File: config.mk
export PLATFORM = sky130hd
export DESIGN_NAME = spi_slave_core_flat
export DESIGN_NICKNAME = d
export VERILOG_FILES = /design/src/rtl/spi_slave_core_if.sv /design/src/rtl/spi_slave_core.sv /design/src/flat_wrapper.sv
export SDC_FILE = /design/constraint.sdc
export NUM_CORES = 1
export LEC_CHECK = 0
export BUFFER_PORTS_ARGS = -buffer_cell sky130_fd_sc_hd__buf_2
export CAP_MARGIN = 20
export CORE_ASPECT_RATIO = 1.2
export CORE_MARGIN = 3
export CORE_UTILIZATION = 50
export CTS_CLUSTER_DIAMETER = 80
export CTS_CLUSTER_SIZE = 8
export DETAILED_ROUTE_END_ITERATION = 7
export HOLD_SLACK_MARGIN = 0.1
export PLACE_DENSITY = 0.71
export SYNTH_ARGS = -nofsm -noshare
export SYNTH_HDL_FRONTEND = slang
export SYNTH_SLANG_ARGS = --single-unit
File: constraint.sdc
create_clock -name i_sys_clk -period 2 [get_ports i_sys_clk]
set_input_delay 0.4 -clock i_sys_clk [delete_from_list [all_inputs] [get_ports i_sys_clk]]
set_output_delay 0.4 -clock i_sys_clk [all_outputs]
set_load 0.01 [all_outputs]
File: src/rtl/spi_slave_core_if.sv
// SPI pin and word-handshake bundle for spi_slave_core.
// The slave modport is the core's view; master is the host/SPI-master view.
interface spi_slave_core_if #(
    parameter int DATA_WIDTH = 8
);
    logic                  i_spi_clk;
    logic                  i_spi_mosi;
    logic                  i_spi_ss;
    logic                  o_spi_miso;
    logic [DATA_WIDTH-1:0] i_tx_data;
    logic                  i_tx_valid;
    logic                  o_tx_ready;
    logic [DATA_WIDTH-1:0] o_rx_data;
    logic                  o_rx_valid;
    logic                  o_busy;
    logic                  o_tx_underrun;

    modport slave (
        input  i_spi_clk,
        input  i_spi_mosi,
        input  i_spi_ss,
        output o_spi_miso,
        input  i_tx_data,
        input  i_tx_valid,
        output o_tx_ready,
        output o_rx_data,
        output o_rx_valid,
        output o_busy,
        output o_tx_underrun
    );

    modport master (
        output i_spi_clk,
        output i_spi_mosi,
        output i_spi_ss,
        input  o_spi_miso,
        output i_tx_data,
        output i_tx_valid,
        input  o_tx_ready,
        input  o_rx_data,
        input  o_rx_valid,
        input  o_busy,
        input  o_tx_underrun
    );
endinterface

File: src/rtl/spi_slave_core.sv
// Oversampled full-duplex SPI slave: all SPI pins are synchronised to the
// system clock, so no logic runs on SCLK.
module spi_slave_core #(
    parameter int DATA_WIDTH  = 8,
    parameter bit CPOL        = 1'b0,
    parameter bit CPHA        = 1'b0,
    parameter bit MSB_FIRST   = 1'b1,
    parameter int SYNC_STAGES = 2
) (
    input logic             i_sys_clk,
    input logic             i_rst,
    spi_slave_core_if.slave bus
);

    localparam int CW = $clog2(DATA_WIDTH + 1);
    localparam logic [CW-1:0] LAST_BIT = CW'(DATA_WIDTH - 1);
    localparam logic [CW-1:0] FULL_CNT = CW'(DATA_WIDTH);

    typedef enum logic {
        IDLE,
        ACTIVE
    } state_e;

    state_e                 state_q, state_d;
    logic [SYNC_STAGES-1:0] sclk_sync_q, sclk_sync_d;
    logic [SYNC_STAGES-1:0] ss_sync_q, ss_sync_d;
    logic [SYNC_STAGES-1:0] mosi_sync_q, mosi_sync_d;
    logic                   sclk_prev_q, sclk_prev_d;
    logic                   ss_prev_q, ss_prev_d;
    logic [CW-1:0]          bit_cnt_q, bit_cnt_d;
    logic [CW-1:0]          tx_cnt_q, tx_cnt_d;
    logic [DATA_WIDTH-1:0]  rx_sh_q, rx_sh_d;
    logic [DATA_WIDTH-1:0]  rx_data_q, rx_data_d;
    logic [DATA_WIDTH-1:0]  tx_sh_q, tx_sh_d;
    logic [DATA_WIDTH-1:0]  hold_q, hold_d;
    logic                   hold_full_q, hold_full_d;
    logic                   rx_valid_q, rx_valid_d;
    logic                   miso_q, miso_d;
    logic                   underrun_q, underrun_d;

    logic                   sclk_s, ss_s, mosi_s;
    logic                   sclk_rise, sclk_fall;
    logic                   lead_ev, trail_ev;
    logic                   sample_ev, drive_ev;
    logic                   ss_fall, ss_rise;
    logic                   load, drv;
    logic [DATA_WIDTH-1:0]  src;

    assign sclk_s    = sclk_sync_q[SYNC_STAGES-1];
    assign ss_s      = ss_sync_q[SYNC_STAGES-1];
    assign mosi_s    = mosi_sync_q[SYNC_STAGES-1];
    assign sclk_rise = sclk_s & ~sclk_prev_q;
    assign sclk_fall = ~sclk_s & sclk_prev_q;
    assign lead_ev   = CPOL ? sclk_fall : sclk_rise;
    assign trail_ev  = CPOL ? sclk_rise : sclk_fall;
    assign sample_ev = CPHA ? trail_ev : lead_ev;
    assign drive_ev  = CPHA ? lead_ev : trail_ev;
    assign ss_fall   = ~ss_s & ss_prev_q;
    assign ss_rise   = ss_s & ~ss_prev_q;

    always_comb begin
        sclk_sync_d = {sclk_sync_q[SYNC_STAGES-2:0], bus.i_spi_clk};
        ss_sync_d   = {ss_sync_q[SYNC_STAGES-2:0], bus.i_spi_ss};
        mosi_sync_d = {mosi_sync_q[SYNC_STAGES-2:0], bus.i_spi_mosi};
        sclk_prev_d = sclk_s;
        ss_prev_d   = ss_s;
        state_d     = state_q;
        bit_cnt_d   = bit_cnt_q;
        tx_cnt_d    = tx_cnt_q;
        rx_sh_d     = rx_sh_q;
        rx_data_d   = rx_data_q;
        rx_valid_d  = 1'b0;
        tx_sh_d     = tx_sh_q;
        hold_d      = hold_q;
        hold_full_d = hold_full_q;
        miso_d      = miso_q;
        underrun_d  = 1'b0;
        load        = 1'b0;
        drv         = 1'b0;
        src         = tx_sh_q;

        case (state_q)
            IDLE: begin
                miso_d = 1'b0;
                if (ss_fall) begin
                    state_d   = ACTIVE;
                    bit_cnt_d = '0;
                    load      = 1'b1;
                    drv       = !CPHA;
                end
            end
            ACTIVE: begin
                // SS rise takes priority over any SCLK event in the same cycle
                if (ss_rise) begin
                    state_d   = IDLE;
                    bit_cnt_d = '0;
                    tx_cnt_d  = '0;
                    miso_d    = 1'b0;
                end else begin
                    if (sample_ev) begin
                        rx_sh_d = MSB_FIRST ?
                            {rx_sh_q[DATA_WIDTH-2:0], mosi_s} :
                            {mosi_s, rx_sh_q[DATA_WIDTH-1:1]};
                        if (bit_cnt_q == LAST_BIT) begin
                            bit_cnt_d  = '0;
                            rx_data_d  = rx_sh_d;
                            rx_valid_d = 1'b1;
                        end else begin
                            bit_cnt_d = bit_cnt_q + 1'b1;
                        end
                    end
                    if (drive_ev) begin
                        drv  = 1'b1;
                        load = (tx_cnt_q == FULL_CNT);
                    end
                end
            end
            default: state_d = IDLE;
        endcase

        if (load) begin
            src         = hold_full_q ? hold_q : '0;
            underrun_d  = ~hold_full_q;
            hold_full_d = 1'b0;
            tx_sh_d     = src;
            tx_cnt_d    = '0;
        end

        if (drv) begin
            miso_d   = MSB_FIRST ? src[DATA_WIDTH-1] : src[0];
            tx_sh_d  = MSB_FIRST ?
                {src[DATA_WIDTH-2:0], 1'b0} :
                {1'b0, src[DATA_WIDTH-1:1]};
            tx_cnt_d = load ? CW'(1) : tx_cnt_q + 1'b1;
        end

        // Capture after the load so a same-cycle write keeps ready low
        if (bus.i_tx_valid && !hold_full_q) begin
            hold_d      = bus.i_tx_data;
            hold_full_d = 1'b1;
        end
    end

    always_ff @(posedge i_sys_clk) begin
        if (i_rst) begin
            state_q     <= IDLE;
            sclk_sync_q <= '0;
            ss_sync_q   <= '0;
            mosi_sync_q <= '0;
            sclk_prev_q <= 1'b0;
            ss_prev_q   <= 1'b0;
            bit_cnt_q   <= '0;
            tx_cnt_q    <= '0;
            rx_sh_q     <= '0;
            rx_data_q   <= '0;
            tx_sh_q     <= '0;
            hold_q      <= '0;
            hold_full_q <= 1'b0;
            rx_valid_q  <= 1'b0;
            miso_q      <= 1'b0;
            underrun_q  <= 1'b0;
        end else begin
            state_q     <= state_d;
            sclk_sync_q <= sclk_sync_d;
            ss_sync_q   <= ss_sync_d;
            mosi_sync_q <= mosi_sync_d;
            sclk_prev_q <= sclk_prev_d;
            ss_prev_q   <= ss_prev_d;
            bit_cnt_q   <= bit_cnt_d;
            tx_cnt_q    <= tx_cnt_d;
            rx_sh_q     <= rx_sh_d;
            rx_data_q   <= rx_data_d;
            tx_sh_q     <= tx_sh_d;
            hold_q      <= hold_d;
            hold_full_q <= hold_full_d;
            rx_valid_q  <= rx_valid_d;
            miso_q      <= miso_d;
            underrun_q  <= underrun_d;
        end
    end

    assign bus.o_spi_miso    = miso_q;
    assign bus.o_rx_data     = rx_data_q;
    assign bus.o_rx_valid    = rx_valid_q;
    assign bus.o_busy        = (state_q == ACTIVE);
    assign bus.o_tx_ready    = ~hold_full_q;
    assign bus.o_tx_underrun = underrun_q;

endmodule

File: src/flat_wrapper.sv
// flat-port wrapper written by rule: the top's interface ports become plain ports
module spi_slave_core_flat 
#(
    parameter int DATA_WIDTH  = 8,
    parameter bit CPOL        = 1'b0,
    parameter bit CPHA        = 1'b0,
    parameter bit MSB_FIRST   = 1'b1,
    parameter int SYNC_STAGES = 2
)
  (i_sys_clk, i_rst, bus_i_spi_clk, bus_i_spi_mosi, bus_i_spi_ss, bus_o_spi_miso, bus_i_tx_data, bus_i_tx_valid, bus_o_tx_ready, bus_o_rx_data, bus_o_rx_valid, bus_o_busy, bus_o_tx_underrun);
  spi_slave_core_if #(.DATA_WIDTH(DATA_WIDTH)) bus_i ();
  input logic i_sys_clk;
  input logic i_rst;
  input wire logic [$bits(bus_i.i_spi_clk)-1:0] bus_i_spi_clk;
  input wire logic [$bits(bus_i.i_spi_mosi)-1:0] bus_i_spi_mosi;
  input wire logic [$bits(bus_i.i_spi_ss)-1:0] bus_i_spi_ss;
  output wire logic [$bits(bus_i.o_spi_miso)-1:0] bus_o_spi_miso;
  input wire logic [$bits(bus_i.i_tx_data)-1:0] bus_i_tx_data;
  input wire logic [$bits(bus_i.i_tx_valid)-1:0] bus_i_tx_valid;
  output wire logic [$bits(bus_i.o_tx_ready)-1:0] bus_o_tx_ready;
  output wire logic [$bits(bus_i.o_rx_data)-1:0] bus_o_rx_data;
  output wire logic [$bits(bus_i.o_rx_valid)-1:0] bus_o_rx_valid;
  output wire logic [$bits(bus_i.o_busy)-1:0] bus_o_busy;
  output wire logic [$bits(bus_i.o_tx_underrun)-1:0] bus_o_tx_underrun;
  assign bus_i.i_spi_clk = bus_i_spi_clk;
  assign bus_i.i_spi_mosi = bus_i_spi_mosi;
  assign bus_i.i_spi_ss = bus_i_spi_ss;
  assign bus_o_spi_miso = bus_i.o_spi_miso;
  assign bus_i.i_tx_data = bus_i_tx_data;
  assign bus_i.i_tx_valid = bus_i_tx_valid;
  assign bus_o_tx_ready = bus_i.o_tx_ready;
  assign bus_o_rx_data = bus_i.o_rx_data;
  assign bus_o_rx_valid = bus_i.o_rx_valid;
  assign bus_o_busy = bus_i.o_busy;
  assign bus_o_tx_underrun = bus_i.o_tx_underrun;
  spi_slave_core #(.DATA_WIDTH(DATA_WIDTH), .CPOL(CPOL), .CPHA(CPHA), .MSB_FIRST(MSB_FIRST), .SYNC_STAGES(SYNC_STAGES)) u_core (.i_sys_clk(i_sys_clk), .i_rst(i_rst), .bus(bus_i));
endmodule
### After elaboration in Yosys (flattened, before gate mapping)

Index checks and enable logic that the tools add are counted.

* bits in registers: 52
* input port bits: 14
* output and inout port bits: 13

* multiplexer cells: 28
* reductions and logical operators: 12
* add/subtract/negate cells: 2
* bitwise logic cells: 13
* equality and inequality tests: 5

Operators by type and width (number)
* two-way mux 4 bit: 9
* two-way mux 8 bit: 3
* two-way mux 1 bit: 11
* inverter 1 bit: 9
* adder 4 x 1 -> 4 bit, second input constant: 2
* case mux 1 bit (2 select lines): 4
* case mux 4 bit (2 select lines): 1
* != test 3 bit, second input constant: 2
* nonzero test 3 bit: 2
* bitwise AND 1 bit: 4
* equality test 4 x 3 -> 1 bit, second input constant: 1
* equality test 4 bit, second input constant: 1
* AND reduction 2 bit: 2
* AND reduction 4 bit: 1
* OR reduction 2 bit: 2
* OR reduction 4 bit: 1
* AND reduction 3 bit: 1
* != test 2 x 1 -> 1 bit, second input constant: 1
* nonzero test 2 bit: 1
* logical AND 1 bit: 1
* zero test 1 bit: 1

### Longest topological paths before layout

Gate-level depths: netlist of the first run.

* depth in word-level cells: 7
* gate-level depth with buffers: 6
* mapped depth without buffers: 6

### Worst setup path before layout of the first run

No wires, ideal clock.

* path type: register to register
* start: register u_core.tx_cnt_q[0]
* end: register u_core.tx_cnt_q[3]
* path buffers: 0
* cell stages (with the launch flop): 7
* slack: 0.554 ns
* data arrival time: 1.371 ns
* required time: 1.926 ns
* clock period less this slack: 1.446 ns
* cells stage by stage: dfxtp_1 inv_1 ha_1 and3b_1 nor4_2 nand3_1 a31oi_1

* longest elaborated chain between the ends: 6

Ends and longest elaborated chain
* from (decl): RTL line spi_slave_core.sv:31 `logic [CW-1:0] tx_cnt_q, tx_cnt_d;`
* from (signal assigned): RTL line spi_slave_core.sv:170 `tx_cnt_q <= tx_cnt_d;`
* equality test 4 bit: RTL line spi_slave_core.sv:114 `load = (tx_cnt_q == FULL_CNT);`
* two-way mux 1 bit: RTL line spi_slave_core.sv:112 `if (drive_ev) begin`
* two-way mux 1 bit: RTL line spi_slave_core.sv:94 `if (ss_rise) begin`
* case mux 1 bit (2 select lines): RTL line spi_slave_core.sv:82 `case (state_q)`
* nonzero test 3 bit (no line) (tied with other cells)
* AND reduction 2 bit (no line) or two-way mux 4 bit (tied branches)

Parallel ways exist; a longest one is shown, timed or not.
A chain may end at the register's enable or synchronous reset.

### Worst setup path after layout of the first run

Same ends and word-level chain as after synthesis.

==> run_results.csv, run 1 <==
group,metric,value,unit
critical_path,crit_family,"simple AND/OR/NAND/NOR gates",
clocking,clockBufferDepth,2,
drt,dr.pass1.iters,4,
logic_synthesis,synthAdderAreaFrac,1.80,%
timing,tns,0,ns
logic_synthesis,synth_top_area_share,49.8,%
critical_path,path_class,"reg2reg",
global_routing,grt_pass1_vias,1559,
logic_synthesis,yosys.area_share.simple,25.1,%
logic_synthesis,postSynthAreaPerCell,8.97,um^2
logic_synthesis,yosysWarnings,0,
logic_synthesis,synth.net_count,250,
timing,setup_viol,0,
floorplan,die_width,65.0,um
floorplan,die_h,76.8,um
drt,wl_per_cell,11.9,um
logic_synthesis,yosys.area.top_type,"dfxtp_1",
critical_path,cp-end-kind,"flop",
pwr,ir_drop,0.000570,V
critical_path,reg2reg_from,"u_core.tx_cnt_q[0]",
timing,skew,0.0120,ns
floorplan,initial_core_util,52.6,%
logic_synthesis,syn_area,2090,um^2
placed_design,placed_cells,301,
cells_and_area,stdcell_count,310,
global_routing,grt_max_degree,28,
cells_and_area,num-nets-final,272,
drt,via_per_inst,5.29,
critical_path,crit_end,"u_core.tx_cnt_q[3]",
critical_path,worstPathCellList,"inv_1, ha_1, and3b_1, nor4_2, nand3_1, a31oi_1",
clocking,h-tree-depth,2,
floorplan,num_io_pins,27,
logic_synthesis,synthDistinctLibCells,39,
floorplan,rows,25,
floorplan,dieArea,4990,um^2
logic_synthesis,synth_compound_area_share,15.3,%
global_routing,grt-ovfl-total,0,
hold_path,hold_path.class,"in2reg",
critical_path,worstPathArrival,1.97,ns
timing,rsz0062_at_grt,"no",
logic_synthesis,synthCells,233,
logic_synthesis,synth_area_leaders,"dfxtp_1 (50%), nand2_1 (6.6%), a21oi_1 (5.7%), nor2b_1 (3.9%), mux2i_1 (3.8%)",
critical_path,r2r_setup_slack,0.25,ns
clocking,clock-root-buffer,"clkbuf_8",
drt,routed_wl,3700,um
timing,period_share,87.3,%
logic_synthesis,synth-xor-area-share,0,%
global_routing,grt.total_usage,16.6,%
placed_design,placement.io_buffers,26,
timing,hold_viol,0,
logic_synthesis,synth_seq_cells,52,
pwr,leakage,0.955,nW
logic_synthesis,synth_top_family_by_area,"simple AND/OR/NAND/NOR gates",
critical_path,worstPathMaxFanout,4,
logic_synthesis,async_reset_ff_share,0,%
cells_and_area,drive_above_1_share,16.4,%
drt,drtIter0Drc,113,
critical_path,reg2reg_depth,6,
critical_path,cp_num_cells,6,
critical_path,crit_slowest_cell,"nor4_2",
logic_synthesis,synth_ff_type,"dfxtp_1",
run_status,outcome,"finished, final reports clean",
drt,final_antenna_net_count,0,
cells_and_area,syn2layout_area_growth,12.2,%
clocking,clk_latency,0.30,ns
job,cap_violations,0,
drt,via_count,1640,
logic_synthesis,seq_area_frac_synth,49.8,%
timing,drv_slew,0,
critical_path,required,2.22,ns
logic_synthesis,ys_top_cells_by_count,"dfxtp_1 (52), nand2_1 (37), a21oi_1 (24)",
logic_synthesis,synth_edf_count,0,
critical_path,reg2reg_to,"u_core.tx_cnt_q[3]",
pwr,power_density,762,nW/um^2
timing,relSlewSlack,60.7,%
timing,fmax,573,MHz
logic_synthesis,muxShareOfSynthArea,3.83,%
clocking,cts_tree,"yes",
critical_path,cp_num_buf_inv,1,
logic_synthesis,synth_most_common_cell,"dfxtp_1",
clocking,cts.clk_slew.worst_paths,0.09,ns
clocking,cts_buffers,5,
drt,drc,0,
timing,period_minus_slack,1.75,ns
critical_path,setup.worst_path.start,"u_core.tx_cnt_q[0]",
critical_path,start_kind,"flop",
clocking,hold_buffers,0,
critical_path,critPathMaxStageDelay,0.48,ns
global_routing,antenna_found_initial,0,
floorplan,core,3970,um^2
timing,worst_pin_slew,0.590,ns
cells_and_area,antenna_cells,0,
placed_design,hpwlAfterDp,2560,um
placed_design,gp_congestion,0.801,
clocking,clkSinkCount,52,
global_routing,grt_pass1_wl,6720,um
## sequential cells by signal, indices dropped and copies added (netlist names), 2 cells and up
signal,count
u_core.tx_cnt_q,4
u_core.sclk_sync_q,2
u_core.tx_sh_q,8
u_core.bit_cnt_q,4
u_core.ss_sync_q,2
u_core.hold_q,8
u_core.mosi_sync_q,2
u_core.rx_sh_q,7
u_core.bus.o_rx_data,8
## how the worst min path moves through the flow
stage,start,endpoint,slack [ns],depth (start not counted)
3_5_place_dp,u_core.ss_sync_q[0],u_core.ss_sync_q[1],0.42,1
3_3_place_gp,u_core.mosi_sync_q[0],u_core.mosi_sync_q[1],0.42,1
6_report,bus_i_spi_mosi,u_core.mosi_sync_q[0],0.30,2
4_1_cts,bus_i_spi_mosi,u_core.mosi_sync_q[0],0.29,2
2_1_floorplan,u_core.mosi_sync_q[0],u_core.mosi_sync_q[1],0.41,1
5_1_grt,bus_i_spi_ss,u_core.ss_sync_q[0],0.32,2
## metrics by stage
step | utilization, % | hold slack, ns | cell area [um^2] | setup WS [ns] | total power, mW
finish | 59.0 | 0.295 | 2340 | 0.254 | 1.79
global placement | 56.4 | 0.421 | 2240 | 0.264 | 1.20
CTS | 58.8 | 0.293 | 2340 | 0.194 | 1.80
floorplan | - | 0.414 | 2090 | 0.554 | 1.17
detailed placement | 56.4 | 0.422 | 2240 | 0.222 | 1.20
global route | 59.0 | 0.315 | 2340 | 0.0901 | 1.86
## placed cells by master, fill, tap and decap left out, types with 2 or more instances in the layout
master | Yosys | layout
mux2i_1 | 8 | 8
clkbuf_8 | 0 | 6
a32oi_1 | 2 | 2
a22oi_1 | 5 | 5
nor2_1 | 15 | 15
ha_1 | 3 | 3
a21oi_1 | 24 | 24
nand3_1 | 13 | 13
inv_1 | 4 | 4
a31oi_1 | 2 | 2
buf_4 | 2 | 2
nor2b_1 | 13 | 13
nand2b_1 | 2 | 2
nor3_1 | 4 | 4
a311oi_1 | 4 | 4
dfxtp_1 | 52 | 52
or3_1 | 3 | 3
o21ai_0 | 4 | 4
o22ai_1 | 4 | 4
buf_2 | 4 | 26
nand2_1 | 37 | 37
and3b_1 | 2 | 2
nor3b_1 | 2 | 2
nand4_1 | 2 | 2
## final cells by class
cell class / instances / area, um^2
Timing Repair Buffer: 29 / 165
Clock inverter: 1 / 7.51
Multi-Input combinational cell: 163 / 961
Fill cell: 379 / 1630
Tap cell: 54 / 67.6
Sequential cell: 52 / 1040
Clock buffer: 7 / 86.3
Inverter: 4 / 15.0
## report_power, final
part           switching [mW]  internal, mW
logic                  0.0585        0.0398
registers              0.0182          1.06
clock network           0.328         0.282
total                   0.405          1.38
## what timing repair did
| item | CTS | global route |
|---|---|---|
| resized for setup | 0 | 0 |
| endpoints found under the setup margin | 0 | 1 |
| setup buffers | 0 | 1 |
## cell families (layout without fill, tap and decap cells)
kind of cell / Yosys count / count (layout)
compound gates: 49 / 49
fa+ha+maj: 3 / 3
buf+inv: 18 / 41
flops: 52 / 52
mux: 8 / 8
simple gates: 103 / 103
## metal layers
| metal | vias up | wire, um | track usage (%) |
|---|---|---|---|
| met2 | 27 | 1860 | 28.1 |
| met1 | 752 | 1630 | 19.6 |
| met5 | - | 0 | 0 |
| li1 | 856 | - | - |
| met3 | 5 | 140 | 4.10 |
| met4 | 0 | 63 | 6.85 |
Note: power is estimated with default switching activity, not from simulation.
==> inputs of run 2 (changes only) <==
--- a/config.mk
+++ b/config.mk
@@ -9,12 +9,11 @@
 export CAP_MARGIN = 20
 export CORE_ASPECT_RATIO = 1.2
 export CORE_MARGIN = 3
-export CORE_UTILIZATION = 50
+export CORE_UTILIZATION = 40
 export CTS_CLUSTER_DIAMETER = 80
 export CTS_CLUSTER_SIZE = 8
 export DETAILED_ROUTE_END_ITERATION = 7
 export HOLD_SLACK_MARGIN = 0.1
-export PLACE_DENSITY = 0.71
 export SYNTH_ARGS = -nofsm -noshare
 export SYNTH_HDL_FRONTEND = slang
 export SYNTH_SLANG_ARGS = --single-unit
==> run 2 against run 1 <==
  * Final cell count rose by 2.6%
  * Maximum frequency rose by 5.0%
  * Non-clock buffer count rose by 2
  * Hold slack improved by 0.011 ns
  * Flip-flop and latch count did not move
  * Clock skew fell by 0.0073 ns
  * Total power fell by 0.40%
  * First-iteration DRC count fell by 45%
  * Routed wire length rose by 3.5%
  * Critical path type unchanged
  * Critical endpoint is now u_core.tx_cnt_q[2]
  * Largest power group unchanged
  * Highest routed layer unchanged
==> run_results.csv, run 2 (synthesis results as in run 1) <==
group,metric,value,unit
timing,period_minus_slack,1.66,ns
critical_path,worstPathArrival,1.90,ns
timing,whs,0.306,ns
global_routing,antenna_found_initial,0,
cells_and_area,utilization,47.5,%
global_routing,grt_pass1_wl,6820,um
timing,period_share,83.2,%
critical_path,reg2reg_from,"u_core.tx_cnt_q[0]",
drt,via_count,1673,
floorplan,dieArea,6130,um^2
pwr,leakage,0.965,nW
cells_and_area,design_area,2360,um^2
timing,hold_viol,0,
placed_design,gp_congestion,0.761,
placed_design,hpwlAfterDp,2660,um
drt,routed_wl,3830,um
critical_path,start_kind,"flop",
critical_path,setup.worst_path.start,"u_core.tx_cnt_q[0]",
critical_path,crit_slowest_cell,"nor4_2",
hold_path,hp-start,"bus_i_spi_clk",
clocking,post_cts_resized,0,
floorplan,die_width,72.0,um
critical_path,cp_num_buf_inv,1,
critical_path,critPathMaxStageDelay,0.44,ns
pwr,pwr-share-clk,33.8,%
timing,worst_pin_slew,0.551,ns
clocking,cts_tree,"yes",
pwr,power_density,753,nW/um^2
drt,dr.pass1.iters,4,
cells_and_area,antenna_cells,0,
floorplan,rows,28,
cells_and_area,drive_above_1_share,16.7,%
global_routing,grt-ovfl-total,0,
clocking,cts_buffers,5,
clocking,h-tree-depth,2,
clocking,clkSinkCount,52,
drt,drtIter0Drc,62,
critical_path,r2r_setup_slack,0.34,ns
timing,layout_setup_ws,0.337,ns
clocking,clockBufferDepth,2,
pwr,switching_share,22.3,%
pwr,power_switching,0.396,mW
global_routing,grt.total_usage,13.7,%
cells_and_area,syn2layout_area_growth,13.1,%
critical_path,path_class,"reg2reg",
cells_and_area,num-nets-final,274,
cells_and_area,final_cell_mix,"dfxtp_1 (52), nand2_1 (37), buf_2 (26), a21oi_1 (24), nor2_1 (15)",
critical_path,required,2.23,ns
drt,drc,0,
hold_path,whs_path_depth,2,
timing,drv_slew,0,
pwr,combPwrFrac,5.7,%
floorplan,initial_core_util,42.0,%
critical_path,crit_family,"simple AND/OR/NAND/NOR gates",
global_routing,grt_pass1_vias,1556,
timing,relSlewSlack,63.3,%
timing,rsz0062_at_grt,"no",
cells_and_area,stdcell_count,318,
placed_design,pre_cts_slack,0.334,ns
clocking,post_cts.repair.setup_buffers,0,
clocking,clock-root-buffer,"clkbuf_8",
timing,tns,0,ns
pwr,p_int,1.38,mW
drt,final_antenna_net_count,0,
run_status,outcome,"finished, final reports clean",
critical_path,worstPathCellList,"inv_1, ha_1, and3b_1, nor4_2, o21ai_0, a21oi_1",
critical_path,reg2reg_depth,6,
floorplan,num_io_pins,27,
timing,setup_viol,0,
placed_design,placed_cells,310,
global_routing,grt_max_degree,30,
placed_design,dpl-instance-area,2270,um^2
timing,fmax,601,MHz
hold_path,hold_end,"u_core.sclk_sync_q[0]",
critical_path,cp-end-kind,"flop",
drt,wl_per_cell,12.0,um
clocking,clk_latency,0.30,ns
drt,via_per_inst,5.26,
pwr,p_total,1.78,mW
pwr,seqPwrFrac,60.5,%
critical_path,reg2reg_to,"u_core.tx_cnt_q[2]",
placed_design,placement.io_buffers,26,
hold_path,hold_path.class,"in2reg",
pwr,ir_drop,0.000393,V
timing,skew,0.00472,ns
clocking,cts.clk_slew.worst_paths,0.09,ns
floorplan,core,4970,um^2
floorplan,die_h,85.2,um
job,cap_violations,0,
clocking,hold_buffers,0,
critical_path,worstPathMaxFanout,4,
cells_and_area,layout_commonest_cell,"dfxtp_1",
run 2: how the worst max path moves through the flow:
stage                              end  slack [ns]  depth (start not counted)
detailed placement  u_core.tx_cnt_q[2]        0.33                          6
global placement     u_core.tx_sh_q[7]        0.38                          6
floorplan           u_core.tx_cnt_q[3]        0.55                          6
finish              u_core.tx_cnt_q[2]        0.34                          6
CTS                 u_core.tx_cnt_q[2]        0.32                          6
global route         u_core.tx_sh_q[7]        0.17                          6
run 2: final cells by class:
class,instances,area [um^2]
flip-flops and latches,52,1040
well taps,60,75.1
repair buffers,31,180
fillers,505,2610
inverters,4,15.0
multi-input cells,163,961
clock buffers,8,90.1
run 2: power by group through the flow:
stage / clock network, mW / registers [mW] / logic, mW
after floorplan: 0 / 1.09 / 0.0760
after global placement: 0 / 1.10 / 0.102
after detailed placement: 0 / 1.10 / 0.102
after CTS: 0.624 / 1.08 / 0.103
after global routing: 0.661 / 1.08 / 0.117
final: 0.600 / 1.08 / 0.102
run 2: worst register-to-register path, stage by stage, from the launching register on:
cell and delay (ns):
dfxtp_1 0.38, inv_1 0.07, ha_1 0.21, and3b_1 0.20, nor4_2 0.44, o21ai_0 0.16, a21oi_1 0.14
run 2: routing by layer:
layer / GRT usage (%) / share of wire (%)
met1: 16.3 / 44
met2: 23.6 / 50
met3: 3.20 / 4.4
met4: 5.30 / 1.6
met5: 0 / 0
